File: config.mk
export PLATFORM = sky130hd
export DESIGN_NAME = id_ex_stage
export DESIGN_NICKNAME = d
export VERILOG_FILES = /design/src/rtl/pipe_pkg.sv /design/src/rtl/id_ex_stage_load_use_detect.sv /design/src/rtl/id_ex_stage.sv
export SDC_FILE = /design/constraint.sdc
export NUM_CORES = 1
export LEC_CHECK = 0
export CAP_MARGIN = 30
export CELL_PAD_IN_SITES_DETAIL_PLACEMENT = 1
export CELL_PAD_IN_SITES_GLOBAL_PLACEMENT = 1
export CORE_ASPECT_RATIO = 0.6
export CORE_UTILIZATION = 31
export CTS_BUF_LIST = sky130_fd_sc_hd__clkbuf_16
export CTS_CLUSTER_SIZE = 16
export DETAILED_ROUTE_END_ITERATION = 8
export GPL_ROUTABILITY_DRIVEN = 1
export PLACE_DENSITY = 0.88
export SYNTH_ARGS = -nofsm -noshare
export SYNTH_HDL_FRONTEND = slang
export SYNTH_SLANG_ARGS = --single-unit
File: constraint.sdc
create_clock -name clk -period 3.7 [get_ports clk]
set_input_delay 0.74 -clock clk [delete_from_list [all_inputs] [get_ports clk]]
set_output_delay 0.74 -clock clk [all_outputs]
set_load 0.05 [all_outputs]
File: src/rtl/pipe_pkg.sv
// Shared constants and types for the 5-stage RV32I pipeline: widths, ALU opcodes
// and the ID/EX register image with its all-zero bubble value.
package pipe_pkg;

    localparam int XLEN       = 32;
    localparam int REG_ADDR_W = 5;
    localparam int ALU_OP_W   = 4;

    localparam logic [ALU_OP_W-1:0] ALU_ADD  = 4'd0;
    localparam logic [ALU_OP_W-1:0] ALU_SUB  = 4'd1;
    localparam logic [ALU_OP_W-1:0] ALU_AND  = 4'd2;
    localparam logic [ALU_OP_W-1:0] ALU_OR   = 4'd3;
    localparam logic [ALU_OP_W-1:0] ALU_XOR  = 4'd4;
    localparam logic [ALU_OP_W-1:0] ALU_SLL  = 4'd5;
    localparam logic [ALU_OP_W-1:0] ALU_SRL  = 4'd6;
    localparam logic [ALU_OP_W-1:0] ALU_SRA  = 4'd7;
    localparam logic [ALU_OP_W-1:0] ALU_SLT  = 4'd8;
    localparam logic [ALU_OP_W-1:0] ALU_SLTU = 4'd9;

    typedef struct packed {
        logic                reg_write;
        logic                mem_read;
        logic                mem_write;
        logic                mem_to_reg;
        logic                alu_src;
        logic                branch;
        logic [ALU_OP_W-1:0] alu_op;
    } id_ex_ctrl_t;

    localparam id_ex_ctrl_t BUBBLE_CTRL = '0;

    typedef struct packed {
        logic                  valid;
        logic [XLEN-1:0]       pc;
        logic [XLEN-1:0]       rs1_data;
        logic [XLEN-1:0]       rs2_data;
        logic [XLEN-1:0]       imm;
        logic [REG_ADDR_W-1:0] rs1;
        logic [REG_ADDR_W-1:0] rs2;
        logic [REG_ADDR_W-1:0] rd;
        id_ex_ctrl_t           ctrl;
    } id_ex_regs_t;

    localparam id_ex_regs_t BUBBLE_REGS = '0;

endpackage

File: src/rtl/id_ex_stage_load_use_detect.sv
// load_use_detect: flags a load in EX whose destination is read by the ID instruction.
// Purely combinational; kept separate so a future hazard unit can reuse it.
module load_use_detect
    import pipe_pkg::*;
(
    input  logic                  ex_valid,
    input  logic                  ex_mem_read,
    input  logic [REG_ADDR_W-1:0] ex_rd,
    input  logic                  id_valid,
    input  logic [REG_ADDR_W-1:0] id_rs1,
    input  logic [REG_ADDR_W-1:0] id_rs2,
    output logic                  load_use
);

    // Conservative match: source usage by the ID instruction is not decoded
    assign load_use = ex_valid && ex_mem_read && (ex_rd != 5'd0) && id_valid &&
                      ((ex_rd == id_rs1) || (ex_rd == id_rs2));

endmodule

File: src/rtl/id_ex_stage.sv
// id_ex_stage: ID/EX pipeline register with load-use stall/bubble insertion.
// Optional macro ID_EX_PERF_CNT_EN adds a saturating load-use bubble counter.
module id_ex_stage
    import pipe_pkg::*;
(
    input  logic                  clk,
    input  logic                  reset,
    input  logic                  hold_ex,
    input  logic                  flush_ex,
    input  logic                  valid_id,
    input  logic [XLEN-1:0]       pc_id,
    input  logic [XLEN-1:0]       rs1_data_id,
    input  logic [XLEN-1:0]       rs2_data_id,
    input  logic [XLEN-1:0]       imm_id,
    input  logic [REG_ADDR_W-1:0] Rs1_id,
    input  logic [REG_ADDR_W-1:0] Rs2_id,
    input  logic [REG_ADDR_W-1:0] Rd_id,
    input  logic                  reg_write_id,
    input  logic                  mem_read_id,
    input  logic                  mem_write_id,
    input  logic                  mem_to_reg_id,
    input  logic                  alu_src_id,
    input  logic                  branch_id,
    input  logic [ALU_OP_W-1:0]   alu_op_id,
    output logic                  valid_id_ex,
    output logic [XLEN-1:0]       pc_id_ex,
    output logic [XLEN-1:0]       rs1_data_id_ex,
    output logic [XLEN-1:0]       rs2_data_id_ex,
    output logic [XLEN-1:0]       imm_id_ex,
    output logic [REG_ADDR_W-1:0] Rs1_id_ex,
    output logic [REG_ADDR_W-1:0] Rs2_id_ex,
    output logic [REG_ADDR_W-1:0] Rd_id_ex,
    output logic                  reg_write_id_ex,
    output logic                  mem_read_id_ex,
    output logic                  mem_write_id_ex,
    output logic                  mem_to_reg_id_ex,
    output logic                  alu_src_id_ex,
    output logic                  branch_id_ex,
    output logic [ALU_OP_W-1:0]   alu_op_id_ex,
    output logic                  stall_if_id
`ifdef ID_EX_PERF_CNT_EN
    ,
    output logic [31:0]           load_use_bubbles
`endif
);

    id_ex_regs_t stage_r;
    id_ex_regs_t stage_nxt_s;
    id_ex_regs_t id_in_s;
    logic        load_use_s;

    load_use_detect u_load_use_detect (
        .ex_valid    (stage_r.valid),
        .ex_mem_read (stage_r.ctrl.mem_read),
        .ex_rd       (stage_r.rd),
        .id_valid    (valid_id),
        .id_rs1      (Rs1_id),
        .id_rs2      (Rs2_id),
        .load_use    (load_use_s)
    );

    // A squashed instruction upstream must not freeze fetch
    assign stall_if_id = load_use_s && !flush_ex && !reset;

    // Pack the ID-side inputs into the register image
    always_comb begin
        id_in_s                 = BUBBLE_REGS;
        id_in_s.valid           = valid_id;
        id_in_s.pc              = pc_id;
        id_in_s.rs1_data        = rs1_data_id;
        id_in_s.rs2_data        = rs2_data_id;
        id_in_s.imm             = imm_id;
        id_in_s.rs1             = Rs1_id;
        id_in_s.rs2             = Rs2_id;
        id_in_s.rd              = Rd_id;
        id_in_s.ctrl.reg_write  = reg_write_id;
        id_in_s.ctrl.mem_read   = mem_read_id;
        id_in_s.ctrl.mem_write  = mem_write_id;
        id_in_s.ctrl.mem_to_reg = mem_to_reg_id;
        id_in_s.ctrl.alu_src    = alu_src_id;
        id_in_s.ctrl.branch     = branch_id;
        id_in_s.ctrl.alu_op     = alu_op_id;
    end

    // Next-state selection: flush > hold > load-use bubble > capture
    always_comb begin
        stage_nxt_s = BUBBLE_REGS;
        if (flush_ex) begin
            stage_nxt_s = BUBBLE_REGS;
        end else if (hold_ex) begin
            stage_nxt_s = stage_r;
        end else if (load_use_s || !valid_id) begin
            // Invalid slots are zeroed completely so forwarding can never match them
            stage_nxt_s = BUBBLE_REGS;
        end else begin
            stage_nxt_s = id_in_s;
        end
    end

    // Pipeline register with synchronous reset to a bubble
    always_ff @(posedge clk) begin
        if (reset) begin
            stage_r <= BUBBLE_REGS;
        end else begin
            stage_r <= stage_nxt_s;
        end
    end

    assign valid_id_ex      = stage_r.valid;
    assign pc_id_ex         = stage_r.pc;
    assign rs1_data_id_ex   = stage_r.rs1_data;
    assign rs2_data_id_ex   = stage_r.rs2_data;
    assign imm_id_ex        = stage_r.imm;
    assign Rs1_id_ex        = stage_r.rs1;
    assign Rs2_id_ex        = stage_r.rs2;
    assign Rd_id_ex         = stage_r.rd;
    assign reg_write_id_ex  = stage_r.ctrl.reg_write;
    assign mem_read_id_ex   = stage_r.ctrl.mem_read;
    assign mem_write_id_ex  = stage_r.ctrl.mem_write;
    assign mem_to_reg_id_ex = stage_r.ctrl.mem_to_reg;
    assign alu_src_id_ex    = stage_r.ctrl.alu_src;
    assign branch_id_ex     = stage_r.ctrl.branch;
    assign alu_op_id_ex     = stage_r.ctrl.alu_op;

`ifdef ID_EX_PERF_CNT_EN
    logic [31:0] bubble_cnt_r;
    logic        bubble_ins_s;

    assign bubble_ins_s = load_use_s && !flush_ex && !hold_ex;

    // Saturating count of bubbles actually inserted for load-use hazards
    always_ff @(posedge clk) begin
        if (reset) begin
            bubble_cnt_r <= 32'd0;
        end else if (bubble_ins_s && (bubble_cnt_r != 32'hFFFF_FFFF)) begin
            bubble_cnt_r <= bubble_cnt_r + 32'd1;
        end else begin
            bubble_cnt_r <= bubble_cnt_r;
        end
    end

    assign load_use_bubbles = bubble_cnt_r;
`endif

endmodule

==> Word level (Yosys, flattened, before mapping) <==
Index checks and enable logic that the tools add are counted.
{ "totals": {"word_cells": 31, "input_bits": 158, "register_bits": 154, "output_inout_bits": 155} }
{ "classes": {"n_mux": 1, "eq_ne": 2, "reduce_logical": 13} }
{ "op_table": {"columns": ["op", "count"], "rows": [
  ["154-bit 2-to-1 mux", 1],
  ["5-bit == test", 2],
  ["1-bit logical AND", 6],
  ["5-bit nonzero test", 1],
  ["1-bit zero test", 3],
  ["1-bit logical OR", 2],
  ["2-bit OR reduction", 1]
]} }

==> Longest topological paths before layout <==
{ "depth": {"depth_word": 6, "depth_mapped": 7, "depth_no_buf": 4} }

==> Cells and area by module <==
Synthesis repeated with hierarchy kept, for this count alone.
{ "hier_totals": {"hier_cells": 381, "area_unflattened_um2": 5149.9} }
{ "modules_own_cells": {"columns": ["module", "cells_each", "seq_area_each_um2", "area_each_um2", "n_inst"], "rows": [
  ["id_ex_stage", 364, 3083.0, 5021.1, 1],
  ["load_use_detect", 17, 0.0, 128.9, 1]
]} }

==> Worst setup path after synthesis <==
OpenSTA, ideal clock, no wires.
{ "synth_timing": {"path_kind": "register to output", "from": "register stage_r (netlist bit Rd_id_ex[4])", "to": "output stall_if_id", "arrival_time_ps": 2956, "slack_ps": 4, "path_stages_with_launch": 6, "path_cell_list": "dfxtp_1 xnor2_1 nand3_1 o22ai_1 buf_2 nor4b_1"} }
{ "synth_between": {"elab_chain_len": 6, "elab_cells_between_ends": 9, "classes_between": "2 x eq/ne; 7 x reduce/logical"} }
{ "synth_lines": {"columns": ["element", "line", "text"], "rows": [
  ["start, declared", "id_ex_stage.sv:47", "id_ex_regs_t stage_r;"],
  ["start signal, assigned", "id_ex_stage.sv:105", "stage_r <= stage_nxt_s;"],
  ["5-bit nonzero test", "id_ex_stage_load_use_detect.sv:16", "assign load_use = ex_valid && ex_mem_read && (ex_rd != 5'd0) && id_valid &&"],
  ["1-bit logical AND (2 in a row)", "id_ex_stage_load_use_detect.sv:16", null],
  ["1-bit logical AND (*)", "id_ex_stage_load_use_detect.sv:16", null],
  ["1-bit logical AND (*) (2 in a row)", "id_ex_stage.sv:63", "assign stall_if_id = load_use_s && !flush_ex && !reset;"],
  ["end, declared", "id_ex_stage.sv:40", "output logic stall_if_id"]
]} }
Mark *: on every way between the ends. The rest lies on a longest branch, timed or not.

==> Worst setup path in the final report <==
{ "layout_timing": {"from": "input Rs1_id[4]", "to": "output stall_if_id"} }
{ "layout_between": {"elab_chain_len": 5} }
{ "layout_lines": {"columns": ["element", "line", "text"], "rows": [
  ["start, declared", "id_ex_stage.sv:15", "input logic [REG_ADDR_W-1:0] Rs1_id,"],
  ["5-bit == test", "id_ex_stage_load_use_detect.sv:17", "((ex_rd == id_rs1) || (ex_rd == id_rs2));"],
  ["1-bit logical OR", "id_ex_stage_load_use_detect.sv:17", null],
  ["1-bit logical AND", "id_ex_stage_load_use_detect.sv:16", null],
  ["1-bit logical AND (2 in a row)", "id_ex_stage.sv:63", null]
]} }
No other way between the ends.

==> out/results.ini <==
[run_status]
status = finished, final reports clean

[setup_path]
r2r_start = Rd_id_ex[0]
crit_buf_inv = 2
crit_path_max_incr_delay_ns = 0.52
ff2ff_setup_slack_ns = 1.32
arrival_ns = 2.51
end_kind = output port
path_cells = clkdlybuf4s50_1 -> xnor2_1 -> nand3_1 -> o22ai_4 -> nor4b_1 -> buf_12
r2r-end = Rd_id_ex[3]
reg2regPathDepth = 5
cp.required_ns = 2.96
crit_family = buffers and inverters
cp_max_fo = 3
critical_path_depth = 6
start_kind = input pin
worstSetupPathType = input pin to output port
slowest_stage = clkdlybuf4s50_1

[worst_hold_path]
hold_depth = 2
hold_path.class = flop to flop
min_to = imm_id_ex[3]
min_from = imm_id_ex[3]

[detailed_routing]
antenna_left = 0
vias_per_cell = 5.46
wirelength_mm = 24.4
first_pass_iters = 4
vias = 6890
drcViolationCount = 0
drtIter0Drc = 414
wl_per_cell_um = 19.4

[floorplan]
die_w_um = 188
die_h_um = 114
io_pins = 313
num_rows = 40
dieArea_um2 = 21400
core_um2 = 20200
start_util_pct = 31.9

[timing]
tightest_slew_ns = 0.901
max_freq_mhz = 308
final_hold_viol_count = 0
final-setup-viol-count = 0
rsz0062_at_grt = no
fin_crit_ns = 3.25
fin_worst_skew_ns = 0.00827
slew_violations = 0
finalSetupTns_ns = 0
slew_headroom_pct = 39.9
finalCritPeriodShare_pct = 87.8

[logic_synthesis]
async_flop_share_pct = 0
synthTopCellsByArea = dfxtp_1 (48%), a32oi_1 (21%), o21ai_0 (11%)
synth_top_area_cell = dfxtp_1
synth_edf_count = 0
ys.warnings.count = 0
synth.avg_cell_area_um2 = 8.92
synth_area_um2 = 6450
synth_top_area_share_pct = 47.8
postSynthNetCount = 881
synthDistinctLibCells = 21
synth_flop_cell = dfxtp_1
synth_cells = 723
synth_most_common_cell = nand2_1
ys_ff_latch = 154
synth_common_cells = nand2_1 (155), dfxtp_1 (154), a32oi_1 (153)
seq_area_frac_synth_pct = 47.8

[power_and_ir_drop]
power.density_nw_per_um2 = 422
ir_worst_vdd_uv = 277
leakage_uw = 0.00328

[cts]
post_cts_buffers = 0
insertion_delay_ns = 0.43
clock_path_buffers = 2
clock_sinks = 154
clk_pin_slew_worst_paths_ns = 0.06
cts_root_buf = clkbuf_16
cts_hold_buffers = 0
htreeDepth = 4
numCtsBuffers = 17
cts_resized = 0
cts_tree = yes

[final_layout]
nets = 1136
final_cells = 1262
nFillCells = 2319
syn2layout_area_growth_pct = 58.2
drive_gt1_share_pct = 3.94
diodes = 0

[placed_design]
dp_hpwl_mm = 15.8
numPortBuffers = 312
dp.cells = 1232
gp_congestion = 0.756

[job]
max-cap-violations = 0

[grt]
gr-max-usage-layer = met2
grt_pass1_vias = 6822
grt_use_met2_pct = 36.2
grt_pass1_wl_mm = 37.2
overflow = 0
antenna_found_initial = 0
grt_max_degree = 155
met1_usage_pct = 26.7
grt_use_total_pct = 22.0
met3_usage_pct = 8.83

-- through the flow --
stage	setup WS [ns]	hold slack [ns]	instance area [µm²]	power [µW]	util (%)
floorplan	0.00403	0.786	6450	2160	-
finish	0.452	0.464	10200	4300	50.5
detailed placement	0.457	0.455	9620	2550	47.6
global placement	0.430	0.445	9620	2530	47.6
global route	0.313	0.485	10200	4480	50.5
CTS	0.440	0.469	10200	4350	50.5
-- sequential cells by signal (all words and copies together) (netlist names) --
signal,count
imm_id_ex,32
alu_op_id_ex,4
mem_to_reg_id_ex,1
valid_id_ex,1
rs2_data_id_ex,32
pc_id_ex,32
mem_read_id_ex,1
rs1_data_id_ex,32
alu_src_id_ex,1
branch_id_ex,1
Rd_id_ex,5
mem_write_id_ex,1
Rs1_id_ex,5
Rs2_id_ex,5
reg_write_id_ex,1
-- logic make-up after synthesis --
group	after synthesis	synth area share [%]
xor gates and xnor gates	10	1.36
and+or+nand+nor	164	9.93
buffers and inverters	85	7.85
AOI/OAI and AO/OA	310	33.1
DFF	154	47.8
-- worst min-delay path: cells and delay by family (launching register included) --
kind	cells	cell delay (ns)
flip-flops	1	0.33
AO/OA/AOI/OAI	2	0.11
-- cell usage in the layout (no fill, tap or decap), types with 3 or more instances in the layout --
master | netlist | routed
buf_12 | 0 | 9
dfxtp_1 | 154 | 154
o21ai_1 | 13 | 13
xnor2_1 | 10 | 10
clkbuf_16 | 0 | 17
o21ai_0 | 141 | 141
clkdlybuf4s50_1 | 0 | 311
nand2_1 | 155 | 155
bufinv_16 | 0 | 4
clkinv_2 | 0 | 3
a32oi_1 | 153 | 153
clkinv_1 | 0 | 3
-- how the worst max path moves through the flow --
stage / slack, ns / startpoint / to
after floorplan: 0.004 / Rd_id_ex[4] / stall_if_id
after global placement: 0.43 / Rs1_id[4] / stall_if_id
after detailed placement: 0.46 / Rs1_id[4] / stall_if_id
after CTS: 0.44 / Rs1_id[4] / stall_if_id
after global routing: 0.31 / Rs1_id[0] / stall_if_id
final: 0.45 / Rs1_id[4] / stall_if_id
-- layer usage --
metal	routed length, µm	share of wire [%]	vias up
met3	2160	8.9	23
li1	-	-	3258
met2	11400	47	228
met4	303	1.2	0
met5	0	0	-
met1	10600	43	3381
-- power breakdown --
part	total, µW	internal (µW)	switching [µW]	leakage, µW
Combinational	748	313	435	0.00173
Sequential	1770	1730	41.5	0.00125
Clock	1790	1100	683	0.000293
-- area by class of cell --
cell class	instances	area (µm²)	share of cell area, %
Clock inverter	13	161	1.58
Clock buffer	17	425	4.17
Sequential cell	154	3080	30.2
Timing Repair Buffer	321	3300	32.3
Tap cell	273	342	3.35
Multi-Input combinational cell	484	2890	28.3
Power figures use the tool's default switching activity.
